`config.mk`:
```
export PLATFORM = sky130hd
export DESIGN_NAME = rst_sync_seq_flat
export DESIGN_NICKNAME = d
export VERILOG_FILES = /design/src/rtl/rst_sync_seq_pkg.sv /design/src/rtl/rst_sync_seq_if.sv /design/src/rtl/rst_sync_seq_chain.sv /design/src/rtl/rst_sync_seq.sv /design/src/flat_wrapper.sv
export SDC_FILE = /design/constraint.sdc
export NUM_CORES = 1
export LEC_CHECK = 0
export CORE_MARGIN = 8
export CORE_UTILIZATION = 53
export CTS_CLUSTER_SIZE = 8
export DETAILED_ROUTE_END_ITERATION = 7
export PLACE_DENSITY = 0.84
export SETUP_SLACK_MARGIN = 0.4
export SLEW_MARGIN = 10
export SYNTH_ARGS = -nofsm -noshare
export SYNTH_HDL_FRONTEND = slang
export SYNTH_SLANG_ARGS = --single-unit
```
`constraint.sdc`:
```
create_clock -name CLK -period 2.1 [get_ports CLK]
set_input_delay 0.42 -clock CLK [delete_from_list [all_inputs] [get_ports CLK]]
set_output_delay 0.42 -clock CLK [all_outputs]
set_load 0.02 [all_outputs]
```
`src/rtl/rst_sync_seq_pkg.sv`:
```
// Shared types and helpers for the reset release sequencer.
// State encoding is also driven out on SEQ_STATE for debug visibility.
`timescale 1ns/1ps
package rst_sync_pkg;

  typedef enum logic [1:0] {
    ST_RESET   = 2'b00,
    ST_HOLD    = 2'b01,
    ST_RELEASE = 2'b10,
    ST_DONE    = 2'b11
  } seq_state_e;

  // One counter is shared by the hold and gap phases, so it is sized for the longer one.
  function automatic int cnt_width(input int hold, input int gap);
    int longest;
    longest = (hold > gap) ? hold : gap;
    return $clog2(longest + 1);
  endfunction

endpackage

```
`src/rtl/rst_sync_seq_if.sv`:
```
// Sequenced-reset bundle between the sequencer (master) and the sub-blocks it resets (slave).
// SW_RST_REQ exists only when RST_SYNC_SEQ_SW_RST_EN is defined.
`timescale 1ns/1ps
interface rst_sync_seq_if #(
  parameter int NUM_OUTS = 3
);
  import rst_sync_pkg::*;

  logic [NUM_OUTS-1:0] SYNC_RST;
  logic                RST_DONE;
  seq_state_e          SEQ_STATE;
`ifdef RST_SYNC_SEQ_SW_RST_EN
  logic                SW_RST_REQ;

  modport master (
    output SYNC_RST, RST_DONE, SEQ_STATE,
    input  SW_RST_REQ
  );
  modport slave (
    input  SYNC_RST, RST_DONE, SEQ_STATE,
    output SW_RST_REQ
  );
`else
  modport master (
    output SYNC_RST, RST_DONE, SEQ_STATE
  );
  modport slave (
    input  SYNC_RST, RST_DONE, SEQ_STATE
  );
`endif

endinterface

```
`src/rtl/rst_sync_seq_chain.sv`:
```
// Plain async-clear synchronizer for the RST deassertion edge.
// Cleared instantly by RST low; a 1 walks in from the MSB and reaches sync_n NUM_STAGES edges later.
`timescale 1ns/1ps
module rst_sync_chain #(
  parameter int NUM_STAGES = 2
) (
  input  logic CLK,
  input  logic RST,
  output logic sync_n
);

  if (NUM_STAGES < 2) begin : g_bad_stages
    $error("rst_sync_chain: NUM_STAGES must be >= 2 (got %0d)", NUM_STAGES);
  end

  logic [NUM_STAGES-1:0] chain;

  // NOTE: non-blocking so each stage captures its neighbour's pre-edge value.
  always_ff @(posedge CLK or negedge RST) begin
    if (!RST) chain <= '0;
    else      chain <= {1'b1, chain[NUM_STAGES-1:1]};
  end

  assign sync_n = chain[0];

endmodule

```
`src/rtl/rst_sync_seq.sv`:
```
// Reset synchronizer + ordered release sequencer: asserts all SYNC_RST bits asynchronously on RST,
// then releases bit 0..NUM_OUTS-1 synchronously. Optional soft reset via RST_SYNC_SEQ_SW_RST_EN.
`timescale 1ns/1ps
module rst_sync_seq
  import rst_sync_pkg::*;
#(
  parameter int NUM_STAGES = 2,
  parameter int NUM_OUTS   = 3,
  parameter int MIN_HOLD   = 8,
  parameter int GAP_CYCLES = 4
) (
  input  logic               CLK,
  input  logic               RST,
  rst_sync_seq_if.master     bus
);

  if (NUM_OUTS < 1 || NUM_OUTS > 16) begin : g_bad_outs
    $error("rst_sync_seq: NUM_OUTS must be 1..16 (got %0d)", NUM_OUTS);
  end
  if (MIN_HOLD < 1) begin : g_bad_hold
    $error("rst_sync_seq: MIN_HOLD must be >= 1 (got %0d)", MIN_HOLD);
  end
  if (GAP_CYCLES < 1) begin : g_bad_gap
    $error("rst_sync_seq: GAP_CYCLES must be >= 1 (got %0d)", GAP_CYCLES);
  end

  localparam int CW = cnt_width(MIN_HOLD, GAP_CYCLES);
  localparam int IW = (NUM_OUTS > 1) ? $clog2(NUM_OUTS) : 1;

  localparam logic [CW-1:0] HOLD_LAST = CW'(MIN_HOLD - 1);
  localparam logic [CW-1:0] GAP_LAST  = CW'(GAP_CYCLES - 1);
  localparam logic [IW-1:0] IDX_LAST  = IW'(NUM_OUTS - 1);

  logic                sync_n;
  logic                sw_req;

  seq_state_e          state_q, state_d;
  logic [CW-1:0]       cnt_q,   cnt_d;
  logic [IW-1:0]       idx_q,   idx_d;
  logic [NUM_OUTS-1:0] sync_q,  sync_d;
  logic                done_q,  done_d;

  rst_sync_chain #(
    .NUM_STAGES (NUM_STAGES)
  ) u_chain (
    .CLK    (CLK),
    .RST    (RST),
    .sync_n (sync_n)
  );

`ifdef RST_SYNC_SEQ_SW_RST_EN
  assign sw_req = bus.SW_RST_REQ;
`else
  assign sw_req = 1'b0;
`endif

  // Every piece of sequencer state, outputs included, is cleared the moment RST falls.
  always_ff @(posedge CLK or negedge RST) begin
    if (!RST) begin
      state_q <= ST_RESET;
      cnt_q   <= '0;
      idx_q   <= '0;
      sync_q  <= '0;
      done_q  <= 1'b0;
    end else begin
      state_q <= state_d;
      cnt_q   <= cnt_d;
      idx_q   <= idx_d;
      sync_q  <= sync_d;
      done_q  <= done_d;
    end
  end

  always_comb begin
    // NOTE: defaults first, so every path assigns every next value and no latch is inferred.
    state_d = state_q;
    cnt_d   = cnt_q;
    idx_d   = idx_q;
    sync_d  = sync_q;
    done_d  = done_q;

    unique case (state_q)
      ST_RESET: begin
        if (sync_n) begin
          state_d = ST_HOLD;
          cnt_d   = '0;
        end
      end

      ST_HOLD: begin
        if (cnt_q == HOLD_LAST) begin
          sync_d[0] = 1'b1;
          cnt_d     = '0;
          idx_d     = IW'(1);
          if (NUM_OUTS == 1) begin
            state_d = ST_DONE;
            done_d  = 1'b1;
          end else begin
            state_d = ST_RELEASE;
          end
        end else begin
          cnt_d = cnt_q + CW'(1);
        end
      end

      ST_RELEASE: begin
        if (cnt_q == GAP_LAST) begin
          sync_d[idx_q] = 1'b1;
          cnt_d         = '0;
          if (idx_q == IDX_LAST) begin
            state_d = ST_DONE;
            done_d  = 1'b1;
          end else begin
            idx_d = idx_q + IW'(1);
          end
        end else begin
          cnt_d = cnt_q + CW'(1);
        end
      end

      ST_DONE: begin
        sync_d = '1;
        done_d = 1'b1;
      end
    endcase

    // A soft request wins over the normal sequence, restarts the hold and pins cnt at 0 while it stays high.
    if (sw_req && state_q != ST_RESET) begin
      state_d = ST_HOLD;
      cnt_d   = '0;
      idx_d   = '0;
      sync_d  = '0;
      done_d  = 1'b0;
    end
  end

  assign bus.SYNC_RST  = sync_q;
  assign bus.RST_DONE  = done_q;
  assign bus.SEQ_STATE = state_q;

endmodule

```
`src/flat_wrapper.sv`:
```
// flat-port wrapper written by rule: the top's interface ports become plain ports
module rst_sync_seq_flat import rst_sync_pkg::*;
#(
  parameter int NUM_STAGES = 2,
  parameter int NUM_OUTS   = 3,
  parameter int MIN_HOLD   = 8,
  parameter int GAP_CYCLES = 4
)
  (CLK, RST, bus_SYNC_RST, bus_RST_DONE, bus_SEQ_STATE);
  rst_sync_seq_if #(.NUM_OUTS(NUM_OUTS)) bus_i ();
  input  logic CLK;
  input  logic RST;
  output wire logic [$bits(bus_i.SYNC_RST)-1:0] bus_SYNC_RST;
  output wire logic [$bits(bus_i.RST_DONE)-1:0] bus_RST_DONE;
  output wire logic [$bits(bus_i.SEQ_STATE)-1:0] bus_SEQ_STATE;
  assign bus_SYNC_RST = bus_i.SYNC_RST;
  assign bus_RST_DONE = bus_i.RST_DONE;
  assign bus_SEQ_STATE = bus_i.SEQ_STATE;
  rst_sync_seq #(.NUM_STAGES(NUM_STAGES), .NUM_OUTS(NUM_OUTS), .MIN_HOLD(MIN_HOLD), .GAP_CYCLES(GAP_CYCLES)) u_core (.CLK(CLK), .RST(RST), .bus(bus_i));
endmodule
```
## After elaboration in Yosys (flattened, before gate mapping)

Index checks and enable logic that the tools add are counted.

| word-level totals | value |
|---|---|
| bits in registers | 14 |
| latch bits | 0 |
| bits in writable memories | 0 |
| bits in read-only memories | 0 |
| output and inout bits | 6 |
| word-level logic and storage cells | 57 |
| memories kept | 0 |

| cells by class | value |
|---|---|
| $add $sub $neg | 2 |
| multipliers | 0 |
| div/mod/pow operators | 0 |
| $lt $le $gt $ge | 2 |
| eq/ne operators | 11 |
| shifts and indexed selects | 0 |
| muxes and demuxes | 22 |
| bitwise gates (word level) | 1 |
| reductions and logical operators | 12 |

Operator list:

| operator | number |
|---|---|
| 2-bit two-way mux | 7 |
| 4-bit two-way mux | 3 |
| 4-bit case mux with 3 select lines | 1 |
| 2-bit case mux with 2 select lines | 2 |
| 2-bit == test, second input constant | 3 |
| 2-bit by 1-bit != test with 1-bit output, second input constant | 3 |
| 2-bit case mux with 3 select lines | 1 |
| 3-bit AND reduction | 2 |
| 3-bit nonzero test | 2 |
| 5-bit AND reduction | 1 |
| 4-bit by 1-bit adder with 4-bit output, second input constant | 1 |
| 4-bit by 2-bit == test with 1-bit output, second input constant | 1 |
| 4-bit by 3-bit == test with 1-bit output, second input constant | 1 |
| 1-bit two-way mux | 4 |
| 2-bit != test, second input constant | 2 |
| 2-bit AND reduction | 2 |
| 4-bit AND reduction | 1 |
| 2-bit nonzero test | 2 |
| 2-bit by 3-bit less-than comparator with 1-bit output, second input constant | 1 |
| 3-bit two-way mux | 1 |
| 3-bit OR | 1 |
| 1-bit case mux with 3 select lines | 1 |
| 2-bit by 1-bit adder with 2-bit output, second input constant | 1 |
| 1-bit demux with 2-bit select | 1 |
| other kinds (5) | 5 |

## Depth between registers and ports, before layout

| logic depth | value |
|---|---|
| depth in word-level cells | 7 |
| gate-level depth with buffers | 7 |
| gate-level depth less buffers | 6 |

## Modules after synthesis

A second synthesis with hierarchy kept.

| second synthesis, totals | value |
|---|---|
| cell total of the unflattened synthesis | 76 |
| area, all modules | 815.8 um2 |

By module, submodules not included:

| module | times used | cells each | area an instance (um2) | seq. area each (um2) |
|---|---|---|---|---|
| rst_sync_seq | 1 | 73 | 762.0 | 300.3 |
| rst_sync_chain | 1 | 3 | 53.8 | 50.0 |

## Worst setup path after synthesis

Ideal clock, no wire load.

| path | value |
|---|---|
| kind | register to register |
| start | register u_core.state_q[0] (netlist: u_core.bus.SEQ_STATE[0]) |
| end | register u_core.state_q[1] (netlist: u_core.bus.SEQ_STATE[1]) |
| library setup time | 0.125 ns |
| arrival time | 1.743 ns |
| data required time | 1.975 ns |
| slack | 0.231 ns |
| cell stages (with the launch flop) | 7 |
| cell sequence | dfrtp_1 inv_1 ha_1 and2b_1 o21ai_2 a211o_1 mux2_4 |

| on the way | value |
|---|---|
| cells in the longest elaborated chain, start to end | 3 |

Ends and longest elaborated chain:

| item | RTL line | text |
|---|---|---|
| from (decl) | rst_sync_seq.sv:37 | `seq_state_e state_q, state_d;` |
| from (signal assigned) | rst_sync_seq.sv:66 | `state_q <= state_d;` |
| 2-bit == test (tied with other cells) | rst_sync_seq.sv:82 | `unique case (state_q)` |
| 2-bit by 1-bit != test with 1-bit output (no source line) (tied with other cells) | - |  |
| 5-bit AND reduction (no source line) | - |  |

Parallel ways exist; a longest one is shown, timed or not.
A chain may end at the register's enable or synchronous reset.

## Final worst setup path

| path | value |
|---|---|
| start | register u_core.state_q[1] (netlist: u_core.bus.SEQ_STATE[1]) |
| end | register u_core.state_q[1] (netlist: u_core.bus.SEQ_STATE[1]) |

Same word-level chain as after synthesis.

==> results by group <==
Critical path
  – Worst path required time: ~2300 ps
  – Kind of critical path: reg2reg
  – Worst Setup End Kind: register
  – Crit path DAT: about 2000 ps
  – Crit-path cells: inv_4, ha_4, nor2b_4, or2_4, a211o_1, mux2_4
  – CP startpoint kind: register
  – Critical path fanouts, max: 5
  – Slowest-stage cell, CP: dfrtp_2
  – CP peak stage delay: around 460 ps

Clocking
  – Clock Pin Slew Worst Setup and Hold Paths: 90 ps
  – Clk buf depth: 2
  – TritonCTS buffer count: 3
  – TritonCTS Sinks: 14
  – Clk_lat worst skew: roughly 270 ps
  – Hold_buf cts: 0
  – Htree depth: 1
  – CTS tree: built
  – CTS root buffer: clkbuf_4

Layout
  – Ant. Diodes: 0
  – Fraction of layout cells with a size suffix above 1: 0.330
  – Finished Layout Cells: about 110
  – Fillers: 72
  – Multi-input gate area: about 460 µm²
  – # nets final: ~110
  – Register area: approximately 350 µm²
  – Design area: approximately 1100 µm²
  – Area Growth Syn to Fin: 37.6%

Place
  – Gpl congestion: roughly 0.85
  – Post-DP HPWL: 1100 µm
  – Input/output buffers: 7
  – Placed Cells: 94
  – Area after DPL: 870 µm²

STA
  – Ratio of final minimum period to clock period: 0.855
  – Final min period: roughly 1800 ps
  – Final setup viols: 0
  – Setup tns final: 0 ps
  – Maximum clock frequency: 557 MHz
  – Slew headroom: 0.570
  – Skew final: 7.53 ps
  – RSZ-0062 raised after global routing: yes
  – Slew Limit Fails: 0
  – Worst-Margin Slew: between 600 and 700 ps
  – Hold Fails Final Rpt: 0
  – Hold_ws: 392 ps

Synth
  – Top cells by area, synth: dfrtp_1 (46%), ha_1 (15%), nor2b_1 (3.3%)
  – Syn nets: 84
  – Ys flop type: dfrtp_1
  – Top-count cell post-synth: dfrtp_1
  – Post-synth top area cell: dfrtp_1
  – Post-synth cell types: 28
  – #FFs+latches synth: 14
  – Top-area cell type share of the netlist area: 0.458
  – Synth cell count leaders: dfrtp_1 (14), ha_1 (9)
  – Syn_area_per_cell: 10.5 µm²
  – Async set-reset flop share out of synthesis: 1.00
  – Sequential-to-total area share from yosys stat: 0.458
  – Post-synthesis instance total: between 70 and 80
  – EDFF count, synth: 0
  – Yosys warns: 0
  – Mapped Area: between 700 and 800 µm²

GRT
  – GRT Util Overall: 0.126
  – Total gr overflow: 0
  – Vias in the first global route: around 590
  – First-pass GRT wire length: around 2700 µm
  – Largest net degree at the start of global routing: 15
  – Antenna violations before repair: 0

Detailed routing
  – Via Count: 673
  – DRT iter0 DRCs: between 50 and 60
  – Routed len/inst: around 20 µm
  – Total length of routed wires: roughly 2100 µm
  – Drt first pass iters: 5
  – ANT nets after route: 0
  – Number of remaining DRC errors: 0
  – Routed vias/inst: between 6 and 7

Floorplanning
  – Die span in y: between 50 and 60 µm
  – Row count: 13
  – Die width: roughly 54 µm
  – Core area: about 1300 µm²
  – Die area: between 2000 and 3000 µm²
  – Initial core utilization: 0.574
  – IO Pins: 8

Power and ir drop
  – VDD IR max: between 1 and 1.5 mV
  – Pwr dens: around 1400 nW/µm²
  – Leak pwr: 0.458 nW
  – Power Total: between 1.5 and 2 mW

Worst hold path
  – Path type of the worst min-delay path: reg2reg

Job
  – Max_cap viols: 0

Outcome
  – Status: finished clean
[worst max-delay path, delay by kind of cell, from the launching register on]
family	cells	cell delay, ps
multiplexers	1	310
buffers and inverters	1	80
AND/OR/NAND/NOR	2	370
adder cells (fa/ha/maj)	1	150
flip-flops	1	460
AO/OA/AOI/OAI	1	310
[logic make-up after synthesis]
kind of cell             share of synthesized area
AND/OR/NAND/NOR                              0.144
AO/OA/AOI/OAI                                0.183
flip-flops                                   0.458
adder cells (fa/ha/maj)                      0.147
buffers and inverters                       0.0310
multiplexers                                0.0327
other                                      0.00490
[sequential cells by signal (all words and copies together) (netlist names)]
signal	cells
u_core.bus.SEQ_STATE	2
u_core.bus.RST_DONE	1
u_core.cnt_q	4
u_core.u_chain.chain	2
u_core.idx_q	2
u_core.bus.SYNC_RST	3
[layout by cell type, fill, tap and decap left out, types with 2 or more instances in the layout]
master	instances
clkbuf_4	3
o21ai_0	5
nand3_1	3
nand2_1	5
buf_4	10
dfrtp_1	12
inv_4	2
inv_1	3
dlymetal6s2s_1	2
dfrtp_2	2
ha_1	5
dlygate4sd2_1	2
o21bai_1	3
nor2b_1	3
ha_4	3
clkdlybuf4s50_1	3
nor2_1	4
[power by group]
part	switching (mW)	internal, mW
combinational	0.461	0.444
sequential	0.0788	0.335
clock	0.0854	0.105
total	0.626	0.885
[layout make-up]
| cell class | count | share of cell area |
|---|---|---|
| flip-flops and latches | 14 | 0.335 |
| repair buffers | 18 | 0.151 |
| well taps | 15 | 0.0178 |
| inverters | 5 | 0.0226 |
| clock buffers | 4 | 0.0344 |
| multi-input cells | 53 | 0.439 |
[routing by layer]
layer  global-route usage  up-vias  part of all wire
met1                0.161      321              0.43
met2                0.189       46              0.47
met5                    0        -                 0
met4               0.0369        0             0.013
met3               0.0523        6             0.091
li1                     -      300                 -
[final timing paths]
check,start,to,slack [ps],cells after the start
setup / recovery,u_core.bus.SEQ_STATE[1],u_core.bus.SEQ_STATE[1],310,6
hold / removal,u_core.u_chain.chain[1],u_core.u_chain.chain[0],390,0
setup reg to reg,u_core.bus.SEQ_STATE[1],u_core.bus.SEQ_STATE[1],310,6
hold reg to reg,u_core.u_chain.chain[1],u_core.u_chain.chain[0],390,0
max in group asynchronous,RST,u_core.bus.SEQ_STATE[0],1120,1
min in group asynchronous,RST,u_core.cnt_q[1],530,1
[per-stage QoR]
stage          setup slack (ps)  utilization
2_1_floorplan               381            -
4_1_cts                     358        0.707
5_1_grt                     277        0.790
6_report                    305        0.790
3_3_place_gp                255        0.652
3_5_place_dp                206        0.652
[what timing repair did]
item / 4_1_cts / 5_1_grt
gates resized for setup: 6 / 10
pin swaps: 2 / 6
setup buffers: 2 / 9
cloned: 0 / 0
endpoints found under the setup margin: 6 / 5
(Power assumes the default switching activity.)
